==> config.mk <==
export PLATFORM = sky130hd
export DESIGN_NAME = calc_engine
export DESIGN_NICKNAME = d
export VERILOG_FILES = /design/src/rtl/calc_engine.sv
export SDC_FILE = /design/constraint.sdc
export NUM_CORES = 1
export LEC_CHECK = 0
export CORE_MARGIN = 10
export CORE_UTILIZATION = 50
export DETAILED_ROUTE_END_ITERATION = 8
export PLACE_DENSITY = 0.83
export SLEW_MARGIN = 0
export SYNTH_ARGS = -nofsm -noshare
export SYNTH_HDL_FRONTEND = slang
export SYNTH_SLANG_ARGS = --single-unit
export TNS_END_PERCENT = 50
==> constraint.sdc <==
create_clock -name clk -period 2.22 [get_ports clk]
set_input_delay 0.333 -clock clk [delete_from_list [all_inputs] [get_ports clk]]
set_output_delay 0.333 -clock clk [all_outputs]
set_load 0.01 [all_outputs]
==> src/rtl/calc_engine.sv <==
`default_nettype none
// ============================================================================
// Module      : calc_engine
// Description : Calculator core. Two operands are entered on rising edges of
//               the progress button. The engine adds or subtracts them with
//               signed saturation, converts |result| to BCD (one double-dabble
//               step per clock) and scans the digits out one at a time for a
//               7-segment encoder.
//               Optional feature macro: CALC_CHAIN_EN. When it is defined, an
//               edge in SHOW loads the result back as op1 (accumulator chain).
//               When it is not defined, an edge in SHOW returns to OP1 with
//               op1 cleared.
// Ports       : clk, reset_n (async, active-low), clear (sync, active-high),
//               progress (button level), operand_in[WIDTH], op_sub,
//               state[2], result[ACC_W], overflow, is_negative, bcd_valid,
//               digit_sel[$clog2(NUM_DIGITS)], digit_val[4]
// Revision    : 1.0 - initial release
// ============================================================================
module calc_engine #(
    parameter int WIDTH      = 4,
    parameter int ACC_W      = 6,
    parameter int NUM_DIGITS = 3,
    parameter int SCAN_DIV   = 50000
) (
    input  logic                          clk,
    input  logic                          reset_n,
    input  logic                          clear,
    input  logic                          progress,
    input  logic [WIDTH-1:0]              operand_in,
    input  logic                          op_sub,
    output logic [1:0]                    state,
    output logic [ACC_W-1:0]              result,
    output logic                          overflow,
    output logic                          is_negative,
    output logic                          bcd_valid,
    output logic [$clog2(NUM_DIGITS)-1:0] digit_sel,
    output logic [3:0]                    digit_val
);

    localparam logic [1:0] c_st_op1  = 2'b00;
    localparam logic [1:0] c_st_op2  = 2'b01;
    localparam logic [1:0] c_st_conv = 2'b10;
    localparam logic [1:0] c_st_show = 2'b11;

    // The top digit carries the sign, so only NUM_DIGITS-1 BCD digits exist.
    localparam int c_bcd_digits = NUM_DIGITS - 1;
    localparam int c_bcd_w      = 4 * c_bcd_digits;
    localparam int c_sel_w      = $clog2(NUM_DIGITS);
    localparam int c_cnt_w      = (ACC_W > 1) ? $clog2(ACC_W) : 1;
    localparam int c_scan_w     = (SCAN_DIV > 1) ? $clog2(SCAN_DIV) : 1;

    localparam logic [c_cnt_w-1:0]  c_cnt_last  = c_cnt_w'(ACC_W - 1);
    localparam logic [c_scan_w-1:0] c_scan_last = c_scan_w'(SCAN_DIV - 1);
    localparam logic [c_sel_w-1:0]  c_sel_last  = c_sel_w'(NUM_DIGITS - 1);

    // Saturation bounds expressed in the ACC_W+1 bit working width.
    localparam logic signed [ACC_W:0] c_max = {2'b00, {(ACC_W-1){1'b1}}};
    localparam logic signed [ACC_W:0] c_min = {2'b11, {(ACC_W-1){1'b0}}};

    logic [1:0]          r_state;
    logic [1:0]          w_next_state;
    logic                r_progress_q;
    logic [ACC_W-1:0]    r_op1;
    logic [ACC_W-1:0]    r_result;
    logic                r_overflow;
    logic                r_bcd_valid;
    logic [ACC_W-1:0]    r_bin;
    logic [c_bcd_w-1:0]  r_bcd;
    logic [c_cnt_w-1:0]  r_cnt;
    logic [c_scan_w-1:0] r_scan_cnt;
    logic [c_sel_w-1:0]  r_digit_sel;

    logic                     w_edge;
    logic signed [ACC_W:0]    w_op1_ext;
    logic signed [ACC_W:0]    w_op2_ext;
    logic signed [ACC_W:0]    w_sum;
    logic [ACC_W-1:0]         w_sat_val;
    logic                     w_sat_ovf;
    logic [ACC_W-1:0]         w_sat_abs;
    logic [c_bcd_w-1:0]       w_bcd_adj;
    logic [NUM_DIGITS-1:0][3:0] w_digits;
    logic [3:0]               w_digit_val;

    assign w_edge = progress & ~r_progress_q;

    // op1 is signed (it can hold a chained negative result); op2 is unsigned.
    assign w_op1_ext = {r_op1[ACC_W-1], r_op1};
    assign w_op2_ext = {{(ACC_W+1-WIDTH){1'b0}}, operand_in};
    assign w_sum     = op_sub ? (w_op1_ext - w_op2_ext) : (w_op1_ext + w_op2_ext);

    always_comb begin
        w_sat_val = w_sum[ACC_W-1:0];
        w_sat_ovf = 1'b0;
        if (w_sum > c_max) begin
            w_sat_val = c_max[ACC_W-1:0];
            w_sat_ovf = 1'b1;
        end else if (w_sum < c_min) begin
            w_sat_val = c_min[ACC_W-1:0];
            w_sat_ovf = 1'b1;
        end
    end

    // |min| still fits in ACC_W unsigned bits, so no extra width is needed.
    assign w_sat_abs = w_sat_val[ACC_W-1] ? ((~w_sat_val) + {{(ACC_W-1){1'b0}}, 1'b1})
                                          : w_sat_val;

    // Double-dabble adjust: any BCD digit >= 5 gets +3 before the shift.
    always_comb begin
        w_bcd_adj = r_bcd;
        for (int i = 0; i < c_bcd_digits; i++) begin
            if (r_bcd[4*i +: 4] >= 4'd5) begin
                w_bcd_adj[4*i +: 4] = r_bcd[4*i +: 4] + 4'd3;
            end
        end
    end

    // ------------------------------------------------------------------
    // State register and next-state logic
    // ------------------------------------------------------------------
    always_ff @(posedge clk or negedge reset_n) begin
        if (!reset_n) begin
            r_state <= c_st_op1;
        end else if (clear) begin
            r_state <= c_st_op1;
        end else begin
            r_state <= w_next_state;
        end
    end

    always_comb begin
        w_next_state = r_state;
        case (r_state)
            c_st_op1:  if (w_edge) w_next_state = c_st_op2;
            c_st_op2:  if (w_edge) w_next_state = c_st_conv;
            c_st_conv: if (r_cnt == c_cnt_last) w_next_state = c_st_show;
            c_st_show: begin
                if (w_edge) begin
`ifdef CALC_CHAIN_EN
                    w_next_state = c_st_op2;
`else
                    w_next_state = c_st_op1;
`endif
                end
            end
            default:   w_next_state = c_st_op1;
        endcase
    end

    // ------------------------------------------------------------------
    // Datapath, conversion and scan
    // ------------------------------------------------------------------
    always_ff @(posedge clk or negedge reset_n) begin
        if (!reset_n) begin
            r_progress_q <= 1'b1;
            r_op1        <= '0;
            r_result     <= '0;
            r_overflow   <= 1'b0;
            r_bcd_valid  <= 1'b0;
            r_bin        <= '0;
            r_bcd        <= '0;
            r_cnt        <= '0;
            r_scan_cnt   <= '0;
            r_digit_sel  <= '0;
        end else if (clear) begin
            r_progress_q <= 1'b1;
            r_op1        <= '0;
            r_result     <= '0;
            r_overflow   <= 1'b0;
            r_bcd_valid  <= 1'b0;
            r_bin        <= '0;
            r_bcd        <= '0;
            r_cnt        <= '0;
            r_scan_cnt   <= '0;
            r_digit_sel  <= '0;
        end else begin
            r_progress_q <= progress;

            if (r_scan_cnt == c_scan_last) begin
                r_scan_cnt  <= '0;
                r_digit_sel <= (r_digit_sel == c_sel_last) ? '0 : r_digit_sel + 1'b1;
            end else begin
                r_scan_cnt <= r_scan_cnt + 1'b1;
            end

            case (r_state)
                c_st_op1: begin
                    if (w_edge) begin
                        r_op1 <= {{(ACC_W-WIDTH){1'b0}}, operand_in};
                    end
                end
                c_st_op2: begin
                    if (w_edge) begin
                        r_result   <= w_sat_val;
                        r_overflow <= w_sat_ovf;
                        r_bin      <= w_sat_abs;
                        r_bcd      <= '0;
                        r_cnt      <= '0;
                    end
                end
                c_st_conv: begin
                    r_bcd <= (w_bcd_adj << 1) | {{(c_bcd_w-1){1'b0}}, r_bin[ACC_W-1]};
                    r_bin <= r_bin << 1;
                    r_cnt <= r_cnt + 1'b1;
                    if (r_cnt == c_cnt_last) begin
                        r_bcd_valid <= 1'b1;
                    end
                end
                c_st_show: begin
                    if (w_edge) begin
                        r_bcd_valid <= 1'b0;
`ifdef CALC_CHAIN_EN
                        r_op1 <= r_result;
`else
                        r_op1 <= '0;
`endif
                    end
                end
                default: begin
                    r_bcd_valid <= 1'b0;
                end
            endcase
        end
    end

    // ------------------------------------------------------------------
    // Digit formatting: bcd_valid is high exactly while in SHOW, so it
    // gates every digit to blank in the other states.
    // ------------------------------------------------------------------
    for (genvar i = 0; i < NUM_DIGITS; i++) begin : g_digit
        if (i == NUM_DIGITS - 1) begin : g_sign
            assign w_digits[i] = (r_bcd_valid && r_result[ACC_W-1]) ? 4'hA : 4'hF;
        end else if (i == 0) begin : g_lsd
            assign w_digits[i] = r_bcd_valid ? r_bcd[3:0] : 4'hF;
        end else begin : g_upper
            // Blank when this digit and everything above it are zero.
            assign w_digits[i] = (r_bcd_valid && (|r_bcd[c_bcd_w-1:4*i])) ?
                                 r_bcd[4*i +: 4] : 4'hF;
        end
    end

    always_comb begin
        w_digit_val = 4'hF;
        for (int i = 0; i < NUM_DIGITS; i++) begin
            if (r_digit_sel == c_sel_w'(i)) begin
                w_digit_val = w_digits[i];
            end
        end
    end

    assign state       = r_state;
    assign result      = r_result;
    assign overflow    = r_overflow;
    assign is_negative = r_result[ACC_W-1];
    assign bcd_valid   = r_bcd_valid;
    assign digit_sel   = r_digit_sel;
    assign digit_val   = w_digit_val;

endmodule
`default_nettype wire
==> summary.md <==
The count of final hold-check violations is 0, and the number of max-slew violations in the final report is 0. Hold timing on the final database bottoms out at a slack of 0.126 ns. The tools report the vias after detailed routing as 2,677. After synthesis the netlist holds a flip-flop and latch count of 50. The later pin in the worst-skew pair is clocked with a latency of 0.30 ns. For the initial core utilization, the log shows 0.507. During synthesis, Yosys emitted a total of 0 warnings. The deepest level of the CTS H-tree was 2; the routed wire length on met2 was 3.73 mm. For the cell area after placement, the log shows 3580 sq um. For this run the aggregate overflow at the end of global routing stands at 0. The first TritonRoute pass finished after 4 iterations. Number of global-route vias before repair: 2,700. The die covers 9420 sq um. The count of flip-flops with a built-in enable after synthesis works out to 0. Detailed placement ended at an HPWL of 5.09 mm. For this design the static power due to leakage is 1.71 nW.

The clock arrives with 0.00639 ns of skew. TritonCTS built the clock tree. Sorting the synthesized cells by area gives the leading types as dfrtp_1 41%, ha_1 6.7%, nand2_1 4.7%, nor2_1 4.6%, xnor2_1 4.4%. The die is 97.1 microns tall. Derived from the worst setup path, the maximum achievable clock frequency is 0.437 GHz. At the end of the flow, the number of nets in the layout was 421. Dividing total power by cell area gives a power density of 845 nW/um^2.

The sum of routed wire length over all layers was 7.32 mm. The number of different library cells used by synthesis comes to 52. The post-synthesis sequential area ratio came out at 0.422.

The routed design uses 279 microns of met3 wire. The wire length of the first global-routing pass came out at 12.5 mm. In this run, CTS created clock tree buffers numbering 5. Routability-driven placement finished with a final weighted congestion of 0.801.

The class of the worst hold path is in -> async. The delay of the slowest cell on the worst path was 0.38 ns; the all-layer global routing usage was 0.154. Setup repair after global routing could not meet its margin everywhere. The tools report the startpoint type of the worst setup path as an input pin. STA puts the critical path data required time at 2.43 ns. The clock passes through at most 2 buffers. The period utilization was 1.03; the post-route DRC violation count was 0.

The detailed router finished its first iteration with 193 violations. Counting every sink on the clock net gives 50. Area fraction of the dominant cell type after synthesis: 0.413.

For the pin with the worst max-slew slack, the measured transition is 0.719 ns. In this run the standard cell core region covers 5850 sq um. Using the TritonRoute via totals, the vias-per-cell ratio works out to 5.68. The async set or reset register ratio after synthesis was 1.00.

The root buffer cell was clkbuf_8. Across the VDD grid, the largest voltage drop is 598 uV. 0 antenna diodes ended up in the layout.

The maximum fanout along the worst path came out at 6. The final reports fail on negative setup slack. The initial antenna violation count is 0. Among all stages on the critical path, the largest delay is contributed by fa_2. Data on the critical path arrives at its endpoint at 2.50 ns. The post-route antenna net violation count was 0; the detailed-route wire length per cell was 15.5 microns. Entering global routing, the biggest net connects 51 pins. Summing every instance area after synthesis gives 2970 sq um. The area added between synthesis and finish came out at 31.9%.

The largest total area in the synthesized netlist belongs to dfrtp_1. Setup violations remaining at the end of the flow were counted as 5. The post-synthesis net count came out at 356. The highest routed metal layer was met4.

The tools report the max-capacitance violation count as 0. The die boundary width was 97.1 microns. The critical path is of the in -> reg type. Clock-pin slew on the worst setup and hold paths: 0.09 ns. By count the netlist is led by 49 x dfrtp_1, 37 x nand2_1, 36 x nor2_1. The finished layout holds 471 standard cells, fillers aside. Summing all non-filler instances in the final layout gives an area of 3920 sq um. The sequential cells in the finished layout cover a total of 1250 sq um. The floorplan has 28 rows. The number of port buffers is 25. The run gives -0.0661 ns as the final worst slack. The detailed-routing wirelength on met1 was 3.10 mm; the final critical delay including setup and external delays was 2.29 ns. The tools report the number of filler cells placed in the layout as 428. The leading register cell type out of synthesis is dfrtp_1. 26 I/O pins were placed.

The tools report the sort of element at the end of the critical path as a flip-flop. The number of cells after detailed placement is 458, and the average instance area after synthesis is 9.00 sq um. Most common cell in the synthesized netlist: dfrtp_1. The flow ran to the end, but the final reports show violations.

The fraction of layout instances using a drive strength above 1 came out at 0.245. Walking the worst path, the cells encountered are buf_8 -> inv_6 -> ha_4 -> mux2_4 -> fa_2 -> nor2b_4 -> o21ai_4 -> a21oi_4 -> nor2_4 -> buf_4 -> maj3_1 -> o31ai_1. The run gives 0.521 as the relative slew slack.

The area used by multi-input combinational logic was 1800 sq um. The gate count of the mapped netlist is 330.
report_power, final:
part | switching [W] | total [W] | internal [W]
logic | 0.000808 | 0.00156 | 0.000751
clock network | 0.000302 | 0.000640 | 0.000338
registers | 0.0000950 | 0.00111 | 0.00101
what timing repair did:
action,in CTS,in global routing
pin swaps,27,22
hold buffers,0,0
gates cloned,0,0
endpoints found under the setup margin,17,13
setup buffers,8,3
resized for setup,32,37
endpoints found under the hold margin,0,0
final timing paths:
path | from | endpoint | slack [ns] | cells past startpoint
worst max register to register | r_op1[1]$_DFFE_PN0P_ | result[3]$_DFFE_PN0P_ | -0.05 | 9
worst min register to register | result[1]$_DFFE_PN0P_ | result[1]$_DFFE_PN0P_ | 0.49 | 2
worst min-delay path | reset_n | r_scan_cnt[9]$_DFF_PN0_ | 0.13 | 2
min in group clk | operand_in[1] | r_op1[1]$_DFFE_PN0P_ | 0.37 | 4
max in group asynchronous | reset_n | r_bcd[5]$_DFFE_PN0P_ | 1.67 | 2
worst max-delay path | operand_in[0] | result[3]$_DFFE_PN0P_ | -0.07 | 12
critical path: cells and delay by family:
family          cells  cell delay, ns
fa+ha+maj           3            0.92
simple gates        2            0.23
buf+inv             3            0.29
compound gates      3            0.44
mux                 1            0.28
cell families (layout without fill, tap and decap cells):
| group | after synthesis | after routing | synth area share |
|---|---|---|---|
| compound gates | 83 | 83 | 0.184 |
| xor+xnor | 24 | 24 | 0.0708 |
| fa+ha+maj | 20 | 20 | 0.0843 |
| buf+inv | 27 | 93 | 0.0354 |
| flops | 50 | 50 | 0.422 |
| mux | 4 | 4 | 0.0143 |
| simple gates | 122 | 122 | 0.190 |
per-stage QoR:
stage | setup TNS, ns | total power (W) | setup WS [ns] | utilization
after floorplan | -0.443 | 0.00187 | -0.194 | -
after global placement | -8.97 | 0.00240 | -0.802 | 0.612
after detailed placement | -9.85 | 0.00245 | -0.872 | 0.612
after CTS | -1.22 | 0.00317 | -0.184 | 0.648
after global routing | -0.908 | 0.00352 | -0.181 | 0.669
final | -0.219 | 0.00331 | -0.0661 | 0.669
layout make-up:
cell class / count / share of cell area
Tap cell: 75 / 0.0240
Multi-Input combinational cell: 253 / 0.459
Clock inverter: 1 / 0.00767
Timing Repair Buffer: 66 / 0.148
Sequential cell: 50 / 0.320
Clock buffer: 7 / 0.0195
Inverter: 19 / 0.0227
routing by layer:
layer / track usage / up-vias
met4: 0.0420 / 0
met2: 0.277 / 72
li1: - / 1274
met5: 0 / -
met3: 0.0320 / 21
met1: 0.178 / 1310
cells in the final DEF (no fill, tap or decap), drive strengths merged, types with 4 or more instances in the layout:
cell           synthesis  layout
nand2b                 4       4
xnor2                 15      15
nor2b                  6       6
dlygate4sd2            0       4
ha                    16      16
nand3                 15      15
o21ai                 29      29
o31ai                  6       6
clkbuf                 7       9
and3                   5       5
nor3                   6       6
nor2                  38      38
dfrtp                 49      49
a21oi                 25      25
clkdlybuf4s50          0      15
nand2                 37      37
xor2                   9       9
buf                    1      44
inv                   19      19
state kept, by name, summed over array words and instances, names as in the netlist:
signal and count:
bcd_valid 1, digit_sel 2, overflow 1, r_bcd 8, r_bin 6, r_cnt 3, r_op1 4, r_progress_q 1
r_scan_cnt 16, result 6, state 2
Power figures use the tool's default switching activity.
